File: src/rtl/commit_aggregator_multi_if.sv
// Issue / commit handshake bundle between the MPU, the TPU array and commit_aggregator_multi.
interface commit_aggregator_multi_if #(
  parameter int NUM_TPUS    = 4,
  parameter int DEPTH       = 4,
  parameter int WIDTH_ISSUE = 8
);
  localparam int CW = $clog2(DEPTH) + 1;

  logic                            I_Issue_Valid;
  logic [WIDTH_ISSUE-1:0]          I_Issue_No;
  logic [NUM_TPUS-1:0]             I_En_TPU;
  logic                            O_Issue_Ready;
  logic [NUM_TPUS-1:0]             I_Commit;
  logic [NUM_TPUS*WIDTH_ISSUE-1:0] I_Commit_No;
  logic                            O_Commit_Valid;
  logic [WIDTH_ISSUE-1:0]          O_Commit_No;
  logic                            I_Commit_Ready;
  logic [CW-1:0]                   O_Count;
  logic                            O_Err;

  modport master (
    output I_Issue_Valid, I_Issue_No, I_En_TPU, I_Commit, I_Commit_No, I_Commit_Ready,
    input  O_Issue_Ready, O_Commit_Valid, O_Commit_No, O_Count, O_Err
  );

  modport slave (
    input  I_Issue_Valid, I_Issue_No, I_En_TPU, I_Commit, I_Commit_No, I_Commit_Ready,
    output O_Issue_Ready, O_Commit_Valid, O_Commit_No, O_Count, O_Err
  );
endinterface

File: src/rtl/commit_aggregator_multi.sv
// In-order commit aggregator: tracks DEPTH issues, gathers per-TPU commits, returns issue numbers in order.
// Define COMMIT_AGG_TIMEOUT_EN to add the head-entry age watchdog (O_Timeout / O_Missing).
module commit_aggregator_multi #(
  parameter int NUM_TPUS       = 4,
  parameter int DEPTH          = 4,
  parameter int WIDTH_ISSUE    = 8,
  parameter int TIMEOUT_CYCLES = 1024
) (
  input  logic                      clock,
  input  logic                      reset,
  commit_aggregator_multi_if.slave  bus
`ifdef COMMIT_AGG_TIMEOUT_EN
  ,
  output logic                      O_Timeout,
  output logic [NUM_TPUS-1:0]       O_Missing
`endif
);
  localparam int PW = $clog2(DEPTH);
  localparam int CW = PW + 1;

  if ((DEPTH < 2) || ((DEPTH & (DEPTH - 1)) != 0) || (TIMEOUT_CYCLES < 1)) begin : g_bad_param
    $error("commit_aggregator_multi: DEPTH must be a power of two >= 2 and TIMEOUT_CYCLES >= 1");
  end

  logic                   v_q  [DEPTH];
  logic                   v_d  [DEPTH];
  logic [WIDTH_ISSUE-1:0] no_q [DEPTH];
  logic [WIDTH_ISSUE-1:0] no_d [DEPTH];
  logic [NUM_TPUS-1:0]    en_q [DEPTH];
  logic [NUM_TPUS-1:0]    en_d [DEPTH];
  logic [NUM_TPUS-1:0]    cm_q [DEPTH];
  logic [NUM_TPUS-1:0]    cm_d [DEPTH];
  logic [PW-1:0]          wr_ptr_q, wr_ptr_d, rd_ptr_q, rd_ptr_d;
  logic [CW-1:0]          count_q, count_d;
  logic                   err_q, err_d;
  logic                   issue_ready, head_done, accept, pop, found;
  logic [NUM_TPUS-1:0]    new_cm;
  logic [PW-1:0]          idx;

  assign issue_ready        = (count_q < CW'(DEPTH));
  assign head_done          = v_q[rd_ptr_q] && (cm_q[rd_ptr_q] == en_q[rd_ptr_q]);
  assign accept             = bus.I_Issue_Valid && issue_ready;
  assign pop                = head_done && bus.I_Commit_Ready;

  assign bus.O_Issue_Ready  = issue_ready;
  assign bus.O_Commit_Valid = head_done;
  assign bus.O_Commit_No    = v_q[rd_ptr_q] ? no_q[rd_ptr_q] : '0;
  assign bus.O_Count        = count_q;
  assign bus.O_Err          = err_q;

  always_comb begin
    v_d    = v_q;
    no_d   = no_q;
    en_d   = en_q;
    cm_d   = cm_q;
    err_d  = err_q;
    new_cm = '0;
    idx    = '0;
    found  = 1'b0;
    // Oldest matching entry wins; the entry being allocated this cycle is the youngest candidate.
    for (int k = 0; k < NUM_TPUS; k++) begin
      if (bus.I_Commit[k]) begin
        found = 1'b0;
        for (int i = 0; i < DEPTH; i++) begin
          idx = rd_ptr_q + PW'(i);
          if (!found && v_q[idx] && en_q[idx][k] &&
              (no_q[idx] == bus.I_Commit_No[k*WIDTH_ISSUE +: WIDTH_ISSUE])) begin
            cm_d[idx][k] = 1'b1;
            found        = 1'b1;
          end
        end
        if (!found && accept && bus.I_En_TPU[k] &&
            (bus.I_Issue_No == bus.I_Commit_No[k*WIDTH_ISSUE +: WIDTH_ISSUE])) begin
          new_cm[k] = 1'b1;
          found     = 1'b1;
        end
        if (!found) err_d = 1'b1;
      end
    end
    if (pop) begin
      v_d[rd_ptr_q]  = 1'b0;
      no_d[rd_ptr_q] = '0;
      en_d[rd_ptr_q] = '0;
      cm_d[rd_ptr_q] = '0;
    end
    if (accept) begin
      v_d[wr_ptr_q]  = 1'b1;
      no_d[wr_ptr_q] = bus.I_Issue_No;
      en_d[wr_ptr_q] = bus.I_En_TPU;
      cm_d[wr_ptr_q] = new_cm;
    end
    wr_ptr_d = accept ? wr_ptr_q + PW'(1) : wr_ptr_q;
    rd_ptr_d = pop    ? rd_ptr_q + PW'(1) : rd_ptr_q;
    case ({accept, pop})
      2'b10:   count_d = count_q + CW'(1);
      2'b01:   count_d = count_q - CW'(1);
      default: count_d = count_q;
    endcase
  end

  always_ff @(posedge clock or negedge reset) begin
    if (!reset) begin
      for (int i = 0; i < DEPTH; i++) begin
        v_q[i]  <= 1'b0;
        no_q[i] <= '0;
        en_q[i] <= '0;
        cm_q[i] <= '0;
      end
      wr_ptr_q <= '0;
      rd_ptr_q <= '0;
      count_q  <= '0;
      err_q    <= 1'b0;
    end else begin
      v_q      <= v_d;
      no_q     <= no_d;
      en_q     <= en_d;
      cm_q     <= cm_d;
      wr_ptr_q <= wr_ptr_d;
      rd_ptr_q <= rd_ptr_d;
      count_q  <= count_d;
      err_q    <= err_d;
    end
  end

`ifdef COMMIT_AGG_TIMEOUT_EN
  localparam int AW = $clog2(TIMEOUT_CYCLES) + 1;

  logic [AW-1:0]       age_q, age_d;
  logic                to_q, to_d;
  logic [NUM_TPUS-1:0] miss_q, miss_d;

  // Age saturates at the limit so a stuck head reports exactly once.
  always_comb begin
    age_d  = age_q;
    to_d   = 1'b0;
    miss_d = miss_q;
    if (pop) begin
      age_d = '0;
    end else if (v_q[rd_ptr_q] && !head_done && (age_q != AW'(TIMEOUT_CYCLES))) begin
      age_d = age_q + AW'(1);
      if (age_d == AW'(TIMEOUT_CYCLES)) begin
        to_d   = 1'b1;
        miss_d = en_q[rd_ptr_q] & ~cm_q[rd_ptr_q];
      end
    end
  end

  always_ff @(posedge clock or negedge reset) begin
    if (!reset) begin
      age_q  <= '0;
      to_q   <= 1'b0;
      miss_q <= '0;
    end else begin
      age_q  <= age_d;
      to_q   <= to_d;
      miss_q <= miss_d;
    end
  end

  assign O_Timeout = to_q;
  assign O_Missing = miss_q;
`endif
endmodule
File: src/flat_wrapper.sv
// flat-port wrapper written by rule: the top's interface ports become plain ports
module commit_aggregator_multi_flat 
#(
  parameter int NUM_TPUS       = 4,
  parameter int DEPTH          = 4,
  parameter int WIDTH_ISSUE    = 8,
  parameter int TIMEOUT_CYCLES = 1024
)
  (clock, reset, bus_I_Issue_Valid, bus_I_Issue_No, bus_I_En_TPU, bus_I_Commit, bus_I_Commit_No, bus_I_Commit_Ready, bus_O_Issue_Ready, bus_O_Commit_Valid, bus_O_Commit_No, bus_O_Count, bus_O_Err);
  commit_aggregator_multi_if #(.NUM_TPUS(NUM_TPUS), .DEPTH(DEPTH), .WIDTH_ISSUE(WIDTH_ISSUE)) bus_i ();
  input  logic clock;
  input  logic reset;
  input wire logic [$bits(bus_i.I_Issue_Valid)-1:0] bus_I_Issue_Valid;
  input wire logic [$bits(bus_i.I_Issue_No)-1:0] bus_I_Issue_No;
  input wire logic [$bits(bus_i.I_En_TPU)-1:0] bus_I_En_TPU;
  input wire logic [$bits(bus_i.I_Commit)-1:0] bus_I_Commit;
  input wire logic [$bits(bus_i.I_Commit_No)-1:0] bus_I_Commit_No;
  input wire logic [$bits(bus_i.I_Commit_Ready)-1:0] bus_I_Commit_Ready;
  output wire logic [$bits(bus_i.O_Issue_Ready)-1:0] bus_O_Issue_Ready;
  output wire logic [$bits(bus_i.O_Commit_Valid)-1:0] bus_O_Commit_Valid;
  output wire logic [$bits(bus_i.O_Commit_No)-1:0] bus_O_Commit_No;
  output wire logic [$bits(bus_i.O_Count)-1:0] bus_O_Count;
  output wire logic [$bits(bus_i.O_Err)-1:0] bus_O_Err;
  assign bus_i.I_Issue_Valid = bus_I_Issue_Valid;
  assign bus_i.I_Issue_No = bus_I_Issue_No;
  assign bus_i.I_En_TPU = bus_I_En_TPU;
  assign bus_i.I_Commit = bus_I_Commit;
  assign bus_i.I_Commit_No = bus_I_Commit_No;
  assign bus_i.I_Commit_Ready = bus_I_Commit_Ready;
  assign bus_O_Issue_Ready = bus_i.O_Issue_Ready;
  assign bus_O_Commit_Valid = bus_i.O_Commit_Valid;
  assign bus_O_Commit_No = bus_i.O_Commit_No;
  assign bus_O_Count = bus_i.O_Count;
  assign bus_O_Err = bus_i.O_Err;
  commit_aggregator_multi #(.NUM_TPUS(NUM_TPUS), .DEPTH(DEPTH), .WIDTH_ISSUE(WIDTH_ISSUE), .TIMEOUT_CYCLES(TIMEOUT_CYCLES)) u_core (.clock(clock), .reset(reset), .bus(bus_i));
endmodule
File: config.mk
export PLATFORM = sky130hd
export DESIGN_NAME = commit_aggregator_multi_flat
export DESIGN_NICKNAME = d
export VERILOG_FILES = /design/src/rtl/commit_aggregator_multi_if.sv /design/src/rtl/commit_aggregator_multi.sv /design/src/flat_wrapper.sv
export SDC_FILE = /design/constraint.sdc
export NUM_CORES = 1
export LEC_CHECK = 0
export CORE_AREA = 2 2 133 135
export CTS_CLUSTER_DIAMETER = 120
export DETAILED_ROUTE_END_ITERATION = 10
export DIE_AREA = 0 0 135 137
export GPL_TIMING_DRIVEN = 0
export PLACE_DENSITY_LB_ADDON = 0.15
export SETUP_SLACK_MARGIN = 0.02
export SYNTH_ARGS = -nofsm -noshare
export SYNTH_HDL_FRONTEND = slang
export SYNTH_SLANG_ARGS = --single-unit
File: constraint.sdc
create_clock -name clock -period 9.8 [get_ports clock]
set_clock_uncertainty 0.1 [all_clocks]
set_input_delay 1.96 -clock clock [delete_from_list [all_inputs] [get_ports clock]]
set_output_delay 1.96 -clock clock [all_outputs]
set_load 0.01 [all_outputs]
# --- Yosys cells after proc, flatten, opt, wreduce, memory -nomap -nowiden ---
# Cells that the tools add are included.
totals:
  regBits: 76
  out_inout_bits: 14
  elab_cells: 354
op_classes:
  addsub: 6
  order_cmp: 11
  eq_ne: 23
  muxes: 184
  bitwise: 29
  reduce_logical: 81
op_table:
  columns: ["operator", "count"]
  rows:
  - ["$mux 16", 36]
  - ["$or 16x16->16", 16]
  - ["$eq 8x8->1", 20]
  - ["$demux 4 s2", 18]
  - ["$mux 8", 11]
  - ["$mux 4", 18]
  - ["$mux 1", 70]
  - ["$bmux 8 s2", 4]
  - ["$logic_and 1x1->1", 64]
  - ["$mux 32", 2]
  - ["$bmux 4 s2", 5]
  - ["$and 16x16->16", 2]
  - ["$and 32x32->32", 1]
  - ["$bwmux 16", 2]
  - ["$bwmux 32", 1]
  - ["$demux 8 s2", 2]
  - ["$not 32->32", 1]
  - ["$logic_not 1->1", 16]
  - ["$not 16->16", 1]
  - ["$ge 3x3->1 const B", 5]
  - ["$lt 3x1->1 const B", 5]
  - ["$not 2->3", 5]
  - ["$mux 3", 4]
  - ["$bmux 1 s2", 4]
  - ["15 further kinds", 21]

# --- Logic depth before layout (Yosys ltp) ---
# Gate-level depths: netlist (run 1).
logic_depth:
  word_depth: 66
  depth_mapped: 18
  depth_no_buf: 10

# --- Worst setup path before layout (run 1) ---
# Ideal clock, no wire load.
synth_timing:
  kind: "register -> register"
  startpoint: "reg u_core.rd_ptr_q[0]"
  endpoint: "reg u_core.err_q, in the netlist u_core.bus.O_Err"
  t_arrival_ps: 4152
  required_ps: 9561
  setup_slack_ps: 5410
  stages_incl_launch_ff: 18
  synth_period_minus_slack_ps: 4390
  cell_sequence: "dfrtp_1 buf_6 buf_12 buf_4 buf_4 buf_4 inv_1 ha_1 buf_2 buf_2 buf_2 mux4_2 xor2_1 nor4_2 nand4_1 nor4_1 nor3b_1 or4_1"
synth_between:
  elab_chain_len: 40
  word_cells_on_any_way: 179
synth_rtl:
  columns: ["element", "line_no", "source"]
  rows:
  - ["from (decl)", "commit_aggregator_multi.sv:33", "logic [PW-1:0] wr_ptr_q, wr_ptr_d, rd_ptr_q, rd_ptr_d;"]
  - ["from (signal assigned)", "commit_aggregator_multi.sv:119", "rd_ptr_q <= rd_ptr_d;"]
  - ["$not 2->3 (not written as such)", "commit_aggregator_multi.sv:66, commit_aggregator_multi.sv:67", null]
  - ["$bmux 8 s2 (tied with other cells)", "commit_aggregator_multi.sv:67", "(no_q[idx] == bus.I_Commit_No[k*WIDTH_ISSUE +: WIDTH_ISSUE])) begin"]
  - ["$mux 8 (not written as such) (tied with other cells) (2 in series)", "commit_aggregator_multi.sv:67", null]
  - ["$eq 8x8->1 / $logic_and 1x1->1 (equally long branches)", "commit_aggregator_multi.sv:67, commit_aggregator_multi.sv:66", null]
  - ["$logic_and 1x1->1", "commit_aggregator_multi.sv:66", "if (!found && v_q[idx] && en_q[idx][k] &&"]
  - ["$mux 1", "commit_aggregator_multi.sv:66", null]
  - ["$mux 1", "commit_aggregator_multi.sv:62", "if (bus.I_Commit[k]) begin"]
  - ["$logic_not 1->1", "commit_aggregator_multi.sv:66", null]
  - ["(+24 left out)", null, null]
  - ["$mux 1", "commit_aggregator_multi.sv:62", null]
  - ["$mux 1", "commit_aggregator_multi.sv:77", "if (!found) err_d = 1'b1;"]
  - ["$mux 1", "commit_aggregator_multi.sv:62", null]
  - ["$mux 1", "commit_aggregator_multi.sv:77", null]
  - ["$mux 1", "commit_aggregator_multi.sv:62", null]
  - ["$mux 1", "commit_aggregator_multi.sv:77", null]
  - ["$mux 1 *", "commit_aggregator_multi.sv:62", null]
  - ["via u_core.err_d", "commit_aggregator_multi.sv:35", "logic err_q, err_d;"]
  - ["to (signal assigned)", "commit_aggregator_multi.sv:121", "err_q <= err_d;"]
  - ["to (decl)", "commit_aggregator_multi.sv:35", null]
# Mark *: on every way through the listed nets, which the timed path passes. The rest lies on a longest branch. The select of a mux whose other input is x is not followed.
# A chain may end at the register's enable or synchronous reset.

# --- Final worst setup path (run 1) ---
# Ends and elaborated chain as after synthesis.

==> results by group, run 1 <==
Routing
  • Drt first-iter violations: 798
  • Via total after detailed routing: 6,628
  • Remaining antenna violation count: 0
  • Remaining design rule violation count: 0
  • Total wire length: 27.8 mm
  • Vias/cell: 6.64
  • Wire length per cell: 27.9 um
  • Number of detailed-routing iterations run before antenna repair: 6

Yosys
  • Sequential share of the synthesized area: 0.257
  • Cell types occupying the most area after synthesis: sky130_fd_sc_hd__dfrtp_1 (26%), sky130_fd_sc_hd__xnor2_1 (18%), sky130_fd_sc_hd__mux4_2 (16%)
  • Syn Area/Cell: 10.1 um2
  • Most area-hungry cell type in the Yosys netlist: sky130_fd_sc_hd__dfrtp_1
  • Netlist Area Pre-Place: 7390 um2
  • Area share of the largest cell type after synthesis: 0.257
  • Most frequent cells after synthesis: sky130_fd_sc_hd__xnor2_1 (150), sky130_fd_sc_hd__dfrtp_1 (76), sky130_fd_sc_hd__clkbuf_1 (54), sky130_fd_sc_hd__mux4_2 (54), sky130_fd_sc_hd__a22o_1 (48)
  • Instance count of the mapped netlist: 733
  • Syn. warnings: 0
  • Top FF cell, synth: sky130_fd_sc_hd__dfrtp_1
  • Synth unique cells: 57
  • Count of flip-flops with a built-in enable after synthesis: 0
  • Number of synthesized register bits: 76
  • Share of flip-flops with an asynchronous set or reset: 1.00
  • Most common cell in the synthesized netlist: sky130_fd_sc_hd__xnor2_1
  • Number of nets produced by synthesis: 795

Global routing
  • Final global-route overflow total: 0
  • Number of global-route vias before repair: 6,543
  • Global-route wire length before repair: 42.0 mm
  • Number of antenna violations at the first check in global routing: 0
  • Largest net degree at the start of global routing: 60
  • Global Route Usage Sum: 0.312

Place
  • Number of buffers inserted by port buffering: 24
  • Last weighted congestion value of the routability-driven placer: 0.981
  • HPWL after detailed placement: 21.7 mm

Pwr
  • Pleak: 2.96 nW
  • Largest voltage drop on the vdd net: 0.155 mV
  • Power density normalized to cell area: 407 nW/um2

Worst setup path
  • Highest fanout seen on the critical path: 10
  • Startpoint of the lowest-slack register-to-register path: u_core.rd_ptr_q[0]$_DFFE_PN0P_
  • Register-to-Register Path Depth: 18
  • Launching instance or port of the critical path: u_core.rd_ptr_q[0]$_DFFE_PN0P_
  • Cell with the biggest individual delay on the critical path: sky130_fd_sc_hd__a211oi_2
  • Critical setup path kind: reg2reg
  • Worst path required time: 9.92 ns
  • Arrival time of data at the critical path endpoint: 5.75 ns
  • Kind of capture point of the worst setup path: flop
  • Worst path cell trace: buf_6, buf_12, buf_4, buf_4, buf_4, inv_1, ha_1, buf_2, buf_2, buf_2, mux2i_1, xor2_1, o2111ai_1, a211oi_2, nor2_1, nand3_1, o32ai_1, or4_1
  • Setup crit start kind: flop
  • Crit path largest cell delay: 0.59 ns

Timing
  • Tmin final: 5.63 ns
  • Final period util: 0.574
  • Transition time at the pin with the least slew margin: 1.11 ns
  • Final setup fails: 0
  • Max-slew violations: 0
  • Relative max-transition margin: 0.260
  • Total count of hold-check failures in the final report: 0
  • RSZ-0062 raised after global routing: false
  • Maximum achievable frequency: 178 MHz
  • Total negative slack: 0 ns

Floorplan
  • Height of the chip: 137 um
  • Full die area: 18,500 um2
  • Width of the die: 135 um
  • Core Footprint: 17,100 um2
  • Initial Util: 0.433
  • Standard-cell row count: 48
  • Boundary Pins: 66

Clocking
  • Quantity of hold-fixing buffers added after cts: 0
  • Clock transition at the registers of the reported paths: 0.06 ns
  • Number of sinks driven by the clock tree: 76
  • Clock root buffer: sky130_fd_sc_hd__clkbuf_16
  • Maximum clock insertion buffer count: 2
  • Clock insertion delay at the later pin of the skew report: 0.36 ns
  • Number of buffers created by CTS: 9
  • Clock tree from TritonCTS: yes
  • Total of cells resized after clock tree synthesis: 0
  • Buffers inserted during post-CTS setup optimization: 0
  • Clock H-tree levels: 3

Worst hold path
  • Worst min path class: reg2reg
  • Number of cells traversed by the worst hold path: 1
  • Start point of the worst hold path: u_core.bus.O_Count[0]$_DFFE_PN0P_

Status
  • Outcome: completed

Cells and area
  • Final core utilization: 0.484
  • Number of fill cells: 1,633
  • Number of nets in the final layout: 831
  • Antenna fix cells: 0
  • Layout cells sized above 1: 0.131
  • Synth-to-Final Area Change: 11.8%

Job
  • Number of max-cap violations: 0
-- state kept, by name, indices dropped and copies added, names as in the netlist --
signal / count
u_core.rd_ptr_q: 2
u_core.wr_ptr_q: 2
u_core.no_q: 32
u_core.cm_q: 16
u_core.v_q: 4
u_core.en_q: 16
u_core.bus.O_Count: 3
u_core.bus.O_Err: 1
-- path summary, 6_finish.rpt --
check | end | slack [ns]
min in group asynchronous | u_core.bus.O_Err$_DFF_PN0_ | 1.39
hold / removal | u_core.bus.O_Count[0]$_DFFE_PN0P_ | 0.40
max in group asynchronous | u_core.en_q[15]$_DFF_PN0_ | 7.59
hold reg to reg | u_core.bus.O_Count[0]$_DFFE_PN0P_ | 0.40
setup / recovery | u_core.bus.O_Err$_DFF_PN0_ | 4.17
setup reg to reg | u_core.bus.O_Err$_DFF_PN0_ | 4.17
-- cells by family (layout without fill, tap and decap cells) --
group                    Yosys count  in the layout  synth area share
XOR/XNOR                         171            171             0.203
AO/OA/AOI/OAI                    126            126             0.134
adder cells (fa/ha/maj)           10             10            0.0180
buffers and inverters             88            128            0.0544
AND/OR/NAND/NOR                  196            196             0.148
multiplexers                      66             66             0.185
flip-flops                        76             76             0.257
-- metal layers --
layer | track usage | share of wire
met1 | 0.431 | 0.43
met2 | 0.491 | 0.46
met3 | 0.0585 | 0.075
met4 | 0.113 | 0.033
met5 | 0 | 0
-- cell usage in the layout, fill, tap and decap left out, types with 5 or more instances in the layout --
cell | synthesis | final
sky130_fd_sc_hd__nor3_1 | 15 | 15
sky130_fd_sc_hd__nand4_1 | 22 | 22
sky130_fd_sc_hd__a22o_1 | 48 | 48
sky130_fd_sc_hd__a221oi_1 | 6 | 6
sky130_fd_sc_hd__nand2b_1 | 5 | 5
sky130_fd_sc_hd__o211ai_1 | 10 | 10
sky130_fd_sc_hd__nand3b_1 | 6 | 6
sky130_fd_sc_hd__clkbuf_1 | 54 | 54
sky130_fd_sc_hd__o21ai_0 | 14 | 14
sky130_fd_sc_hd__mux2i_1 | 10 | 10
sky130_fd_sc_hd__inv_1 | 12 | 12
sky130_fd_sc_hd__ha_1 | 9 | 9
sky130_fd_sc_hd__nand3_1 | 43 | 43
sky130_fd_sc_hd__nor2_1 | 10 | 10
sky130_fd_sc_hd__xnor2_1 | 150 | 150
sky130_fd_sc_hd__mux4_2 | 54 | 54
sky130_fd_sc_hd__dfrtp_1 | 76 | 76
sky130_fd_sc_hd__and3_1 | 11 | 11
sky130_fd_sc_hd__o2111ai_1 | 5 | 5
sky130_fd_sc_hd__a21oi_1 | 7 | 7
sky130_fd_sc_hd__xor2_1 | 21 | 21
sky130_fd_sc_hd__buf_2 | 10 | 10
sky130_fd_sc_hd__o22ai_1 | 8 | 8
sky130_fd_sc_hd__buf_1 | 5 | 5
sky130_fd_sc_hd__nor4_2 | 5 | 5
sky130_fd_sc_hd__clkbuf_16 | 0 | 9
sky130_fd_sc_hd__and2_1 | 10 | 10
sky130_fd_sc_hd__clkdlybuf4s50_1 | 0 | 23
sky130_fd_sc_hd__nand2_1 | 43 | 43
-- where the power goes --
group          internal, W  leakage, nW  switching [W]
Sequential        0.000446        0.942       0.000163
Clock             0.000235        0.158       0.000140
Combinational      0.00106         1.86        0.00132
-- layout make-up --
| type | instances | area, um2 | area share |
|---|---|---|---|
| clock inverters | 4 | 72.6 | 0.00879 |
| well taps | 225 | 282 | 0.0341 |
| clock buffers | 11 | 253 | 0.0306 |
| multi-input cells | 569 | 5080 | 0.616 |
| flip-flops and latches | 76 | 1900 | 0.230 |
| repair buffers | 25 | 265 | 0.0321 |
| inverters | 12 | 45.0 | 0.00545 |
| plain buffers | 76 | 357 | 0.0432 |
-- worst max-delay path: cells and delay by family (launching register included) --
kind	cells	cell delay, ns
fa+ha+maj	1	0.32
simple gates	3	0.70
mux	1	0.38
buf+inv	9	2.38
compound gates	3	1.00
flops	1	0.39
xor+xnor	1	0.20
-- through the flow --
step	power, W	cells	hold slack (ns)	instance area, um2	setup WS (ns)
after floorplan	0.00224	733	0.385	7390	5.41
after global placement	0.00290	982	0.377	7910	3.78
after detailed placement	0.00294	983	0.397	7930	4.24
after CTS	0.00332	998	0.406	8260	4.21
after global routing	0.00354	998	0.415	8260	3.84
final	0.00336	998	0.401	8260	4.17
Power figures use the tool's default switching activity.
==> inputs of run 2 (changes only) <==
==> constraint.sdc (replaced) <==
create_clock -name clock -period 5.1 [get_ports clock]
set_clock_uncertainty 0.1 [all_clocks]
set_input_delay 1.02 -clock clock [delete_from_list [all_inputs] [get_ports clock]]
set_output_delay 1.02 -clock clock [all_outputs]
set_load 0.01 [all_outputs]
==> run 2 against run 1 <==
Net effect:
- clock power grew 92%
- die area is the same
- highest routed layer unchanged
- hold slack lost 0.0013 ns
- critical endpoint unchanged
==> results by group, run 2 (synthesis gave the netlist of run 1 again) <==
Timing
  • Final setup fails: 0 (unchanged)
  • Post-layout worst setup margin: 0.258 ns (-3.92 ns)
  • Tmin final: 4.84 ns (-0.783 ns)
  • Worst hold margin: 0.400 ns (-0.00127 ns)
  • RSZ-0062 raised after global routing: false
  • Transition time at the pin with the least slew margin: 1.12 ns (+0.00957 ns)
  • Maximum achievable frequency: 207 MHz (+16%)
  • Max-slew violations: 0 (unchanged)
  • Total count of hold-check failures in the final report: 0 (unchanged)
  • Relative max-transition margin: 0.254 (-0.00638)
  • Final period util: 0.949 (+0.375)

Global routing
  • Global-route wire length before repair: 42.1 mm (+0.33%)
  • Global Route Usage Sum: 0.313 (+0.00122)
  • Number of global-route vias before repair: 6,546 (+0.046%)
  • Largest net degree at the start of global routing: 60 (unchanged)
  • Final global-route overflow total: 0 (unchanged)
  • Number of antenna violations at the first check in global routing: 0 (unchanged)

Worst setup path
  • Cell with the biggest individual delay on the critical path: sky130_fd_sc_hd__or4_1
  • Kind of capture point of the worst setup path: flop
  • Register-to-Register Path Depth: 17 (-1)
  • Setup crit start kind: flop
  • Highest fanout seen on the critical path: 10 (unchanged)
  • Critical setup path kind: reg2reg
  • Startpoint of the lowest-slack register-to-register path: u_core.rd_ptr_q[0]$_DFFE_PN0P_
  • Reg2Reg Capture Point: u_core.bus.O_Err$_DFF_PN0_
  • Slack of the worst reg-to-reg path: 0.26 ns (-3.92 ns)
  • Worst path cell trace: buf_6, buf_12, buf_6, buf_6, buf_4, inv_1, ha_1, buf_4, buf_4, mux4_2, xor2_1, nor4_2, nand4_1, or4_4, nand3_1, o32ai_1, or4_1
  • Arrival time of data at the critical path endpoint: 4.97 ns (-0.78 ns)
  • Crit path largest cell delay: 0.48 ns (-0.11 ns)
  • Worst path required time: 5.23 ns (-4.69 ns)

Clocking
  • Clock H-tree levels: 3 (unchanged)
  • Clock transition at the registers of the reported paths: 0.06 ns (about the same)
  • Number of buffers created by CTS: 9 (unchanged)
  • Maximum clock insertion buffer count: 2 (unchanged)
  • Number of sinks driven by the clock tree: 76 (unchanged)
  • Clock tree from TritonCTS: yes
  • Clock insertion delay at the later pin of the skew report: 0.36 ns (about the same)
  • Quantity of hold-fixing buffers added after cts: 0 (unchanged)
  • Clock root buffer: sky130_fd_sc_hd__clkbuf_16

Place
  • DP Area: 7930 um2 (unchanged)
  • Pre-CTS setup slack: -0.456 ns (-4.70 ns)
  • Number of buffers inserted by port buffering: 24 (unchanged)
  • Last weighted congestion value of the routability-driven placer: 0.981 (unchanged)
  • HPWL after detailed placement: 21.7 mm (unchanged)
  • Count of placed standard cells including taps: 983 (unchanged)

Pwr
  • Internal Power: 0.00340 W (+95%)
  • Power share of the combinational group: 0.711 (+0.004)
  • Largest voltage drop on the vdd net: 0.296 mV (+91%)
  • Power density normalized to cell area: 786 nW/um2 (+93%)
  • Relative contribution of the clock network to total power: 0.110 (-0.002)
  • Pleak: 2.98 nW (+0.88%)
  • Switching Share: 0.482 (about the same)
  • Sequential Power Share: 0.179 (-0.002)
  • Net switching power figure: 0.00317 W (+95%)

Cells and area
  • Post-layout instance count excluding filler cells: 1,000 (+0.20%)
  • Synth-to-Final Area Change: 13.1%
  • Antenna fix cells: 0 (unchanged)
  • Top flop regs: u_core.no_q: 32 flops, u_core.cm_q: 16 flops, u_core.en_q: 16 flops
  • Layout cells sized above 1: 0.141 (+0.00999)
  • Final core utilization: 0.490 (+0.00550)
  • Max FFs per register: 32 (unchanged)
  • Final Cell Area: 8350 um2 (+1.1%)
  • Number of nets in the final layout: 833 (+0.24%)
  • Highest-count cells in the layout ignoring fill and taps: sky130_fd_sc_hd__xnor2_1 (150), sky130_fd_sc_hd__dfrtp_1 (76), sky130_fd_sc_hd__mux4_2 (54), sky130_fd_sc_hd__clkbuf_1 (54), sky130_fd_sc_hd__a22o_1 (48)
  • Number of fill cells: 1,617 (-0.98%)
  • Most common library cell in the layout ignoring fill and taps: sky130_fd_sc_hd__xnor2_1
  • Biggest register: u_core.no_q

Worst hold path
  • Start point of the worst hold path: u_core.bus.O_Err$_DFF_PN0_
  • Number of cells traversed by the worst hold path: 1 (unchanged)
  • Worst min path class: reg2reg
  • Hold Crit Endpoint: u_core.bus.O_Err$_DFF_PN0_

Status
  • Outcome: completed

Routing
  • Total wire length: 27.9 mm (+0.32%)
  • Number of detailed-routing iterations run before antenna repair: 8 (+2)
  • Wire length per cell: 27.9 um (+0.12%)
  • Vias/cell: 6.64 (about the same)
  • Drt first-iter violations: 818 (+2.5%)
  • Via total after detailed routing: 6,637 (+0.14%)
  • Remaining antenna violation count: 0 (unchanged)
  • Remaining design rule violation count: 0 (unchanged)

Floorplan
  • Boundary Pins: 66 (unchanged)
  • Initial Util: 0.433 (unchanged)
  • Standard-cell row count: 48 (unchanged)
  • Height of the chip: 137 um (unchanged)
  • Full die area: 18,500 um2 (unchanged)
  • Width of the die: 135 um (unchanged)
  • Core Footprint: 17,100 um2 (unchanged)

Job
  • Number of max-cap violations: 0 (unchanged)
-- run 2: per-layer routing --
layer / track usage / vias up / share of wire
met5: 0 / - / 0
met4: 0.108 / 0 / 0.032
met3: 0.0578 / 65 / 0.081
met2: 0.495 / 400 / 0.46
met1: 0.433 / 3376 / 0.43
li1: - / 2796 / -
-- run 2: worst max-delay path: cells and delay by family, from the launching register on --
kind	cells	cell delay (ns)
AOI/OAI and AO/OA	1	0.07
xor gates and xnor gates	1	0.20
adders and majority gates	1	0.33
buffers and inverters	8	1.66
DFF	1	0.39
muxes	1	0.42
and+or+nand+nor	5	1.53
-- run 2: timing repair --
item                                   CTS  global route
setup endpoints to repair               17            15
setup buffers                            1             1
pin swaps                                1             0
gates resized for setup                  7             9
endpoints found under the hold margin    0             0
-- run 2: power groups by stage --
stage	combinational [W]	clock [W]	sequential, W
after floorplan	0.00324	0	0.00106
after global placement	0.00442	0	0.00114
after detailed placement	0.00448	0	0.00116
after CTS	0.00454	0.000729	0.00116
after global routing	0.00495	0.000752	0.00121
final	0.00467	0.000723	0.00117
-- run 2: how the worst max path moves through the flow --
stage | startpoint | endpoint
2_1_floorplan | u_core.rd_ptr_q[0]$_DFFE_PN0P_ | u_core.bus.O_Err$_DFF_PN0_
3_3_place_gp | u_core.rd_ptr_q[0]$_DFFE_PN0P_ | u_core.bus.O_Err$_DFF_PN0_
3_5_place_dp | u_core.rd_ptr_q[0]$_DFFE_PN0P_ | u_core.bus.O_Err$_DFF_PN0_
4_1_cts | u_core.rd_ptr_q[0]$_DFFE_PN0P_ | u_core.bus.O_Err$_DFF_PN0_
5_1_grt | u_core.rd_ptr_q[0]$_DFFE_PN0P_ | u_core.cm_q[11]$_DFF_PN0_
6_report | u_core.rd_ptr_q[0]$_DFFE_PN0P_ | u_core.bus.O_Err$_DFF_PN0_
-- run 2: stage by stage --
stage,setup TNS (ns),total power (W)
3_3_place_gp,-1.79,0.00557
2_1_floorplan,0,0.00430
6_report,0,0.00657
4_1_cts,0,0.00642
3_5_place_dp,-3.34,0.00564
5_1_grt,0,0.00691
-- run 2: cell type report --
class	count	area (um2)	area share
Buffer	76	378	0.0452
Clock buffer	11	253	0.0303
Clock inverter	4	72.6	0.00869
Inverter	12	45.0	0.00539
Multi-Input combinational cell	569	5140	0.615
Sequential cell	76	1900	0.228
Tap cell	225	282	0.0337
Timing Repair Buffer	27	280	0.0336
==> inputs of run 3 (changes only) <==
--- a/config.mk
+++ b/config.mk
@@ -5,6 +5,7 @@
 export SDC_FILE = /design/constraint.sdc
 export NUM_CORES = 1
 export LEC_CHECK = 0
+export CAP_MARGIN = 20
 export CORE_AREA = 2 2 133 135
 export CTS_CLUSTER_DIAMETER = 120
 export DETAILED_ROUTE_END_ITERATION = 10
==> results of run 3 <==
No change in the layout: final DEF, timing and power equal those of run 2.
==> RTL edit (flow settings as in run 3) <==
`WIDTH_ISSUE` is set to 8 in 3 places; all go to 12.
--- a/src/rtl/commit_aggregator_multi_if.sv
+++ b/src/rtl/commit_aggregator_multi_if.sv
@@ -2,7 +2,7 @@
 interface commit_aggregator_multi_if #(
   parameter int NUM_TPUS    = 4,
   parameter int DEPTH       = 4,
-  parameter int WIDTH_ISSUE = 8
+  parameter int WIDTH_ISSUE = 12
 );
   localparam int CW = $clog2(DEPTH) + 1;
 
--- a/src/rtl/commit_aggregator_multi.sv
+++ b/src/rtl/commit_aggregator_multi.sv
@@ -3,7 +3,7 @@
 module commit_aggregator_multi #(
   parameter int NUM_TPUS       = 4,
   parameter int DEPTH          = 4,
-  parameter int WIDTH_ISSUE    = 8,
+  parameter int WIDTH_ISSUE    = 12,
   parameter int TIMEOUT_CYCLES = 1024
 ) (
   input  logic                      clock,
--- a/src/flat_wrapper.sv
+++ b/src/flat_wrapper.sv
@@ -3,7 +3,7 @@
 #(
   parameter int NUM_TPUS       = 4,
   parameter int DEPTH          = 4,
-  parameter int WIDTH_ISSUE    = 8,
+  parameter int WIDTH_ISSUE    = 12,
   parameter int TIMEOUT_CYCLES = 1024
 )
   (clock, reset, bus_I_Issue_Valid, bus_I_Issue_No, bus_I_En_TPU, bus_I_Commit, bus_I_Commit_No, bus_I_Commit_Ready, bus_O_Issue_Ready, bus_O_Commit_Valid, bus_O_Commit_No, bus_O_Count, bus_O_Err);
Interface: changed (resized bus_I_Commit_No, bus_I_Issue_No and bus_O_Commit_No); port bits go from 66 to 90. The function was not compared with the original's and may differ.
==> RTL edit against run 3 <==
Area after synthesis increased by 43%; cell area is 42% higher; sequential power is 41% higher; wire length rose by 73%; non-clock buffer count increased by 57; die area stayed put; maximum frequency down 3.0%; core utilization rose by 20 points; total power rose by 53%; first-iteration DRC count grew to 2.7 times the old value; worst setup slack lost 0.15 ns; sequential cell count rose by 16; critical path type unchanged; largest cell class unchanged; highest routed layer unchanged.
==> RTL edit: results (changes against run 3) <==
Worst slew pin tran: 1.06 ns (-0.0627 ns)
Power share of the combinational group: 76.3% (+5.2 points)
Area post-placement: 0.0112 mm2 (+41%)
M3 GR Usage: 20.0% (+14 points)
1st-iter DRT viols: 2182 (+170%)
Initial antenna violation count: 1 (+1)
Critical-path top delay cell: or3_1
Final Hold Slack: 0.402 ns (+0.00238 ns)
DRT Pass-1 Iters: 6 (-2)
GP Congestion: 1.19 (+21%)
Inst Count DP: 1376 (+40%)
Post-synthesis net count: 1195 (+50%)
Sw frac: 54.2% (+6.0 points)
Nonclk buf count: 160 (+55%)
# fillers: 1373 (-15%)
CP Max Fanout: 18 (+8)
#MultiIn Comb: 877 (+54%)
GRT Total Usage: 52.3% (+21 points)
Clock Pin Slew Worst Setup and Hold Paths: 0.08 ns (+0.02 ns)
Syn Area/Cell: 9.50 um2 (-5.8%)
Vias in the first global route: 10000 (+53%)
Tcrit/Tclk final: 97.9% (+2.9 points)
Clk cell area share: 2.63% (-1.3 points)
Met1 usage: 65.2% (+22 points)
CP arrival: 5.14 ns (+0.17 ns)
Status: completed
Reg-to-reg slack, setup: 0.11 ns (-0.15 ns)
Post-synth top cells: 214 x xnor2_1, 92 x dfrtp_1, 74 x clkbuf_1
Final wirelength: 48.4 mm (+73%)
Non-clk invs: 29 (+17)
Leakage: 4.27 nW (+43%)
Sequential share of cell area: 19.4% (-3.3 points)
Dpl hpwl: 36.4 mm (+68%)
DR vias: 10900 (+65%)
Biggest regs: u_core.no_q (48), u_core.cm_q (16), u_core.en_q (16)
Register area share after synthesis: 21.8% (-4.0 points)
Metal1 wirelength: 16.4 mm (+38%)
Peak supply drop: 0.000569 V (+92%)
Dpl ws: -1.36 ns (-0.902 ns)
Layout non-clock buf frac: 8.48% (+0.60 points)
Synth top area cells: dfrtp_1 22%, xnor2_1 18%, mux4_2 13%
Largest net degree at the start of global routing: 50 (-17%)
CP Launch Point: u_core.rd_ptr_q[1]
Synth cell types: 70 (+23%)
-- RTL edit: logic make-up after synthesis --
kind of cell | Yosys count | share of synthesized area, %
compound gates | 241 | 17.0
xor+xnor | 250 | 20.7
fa+ha+maj | 10 | 1.25
buf+inv | 144 | 5.88
flops | 92 | 21.8
mux | 140 | 20.8
simple gates | 236 | 12.6
-- RTL edit: power by group through the flow --
stage          clock [W]  sequential, W  combinational [W]
6_report        0.000731        0.00165            0.00768
5_1_grt         0.000750        0.00165            0.00779
4_1_cts         0.000725        0.00158            0.00708
3_5_place_dp           0        0.00159            0.00694
3_3_place_gp           0        0.00157            0.00691
2_1_floorplan          0        0.00137            0.00487
-- RTL edit: what timing repair did --
item | in CTS | in global routing
hold buffers | 0 | 0
cloned | 0 | 0
gates resized for setup | 32 | 24
endpoints found under the setup margin | 20 | 28
endpoints found under the hold margin | 0 | 0
pin swaps | 3 | 2
setup buffers | 4 | 5
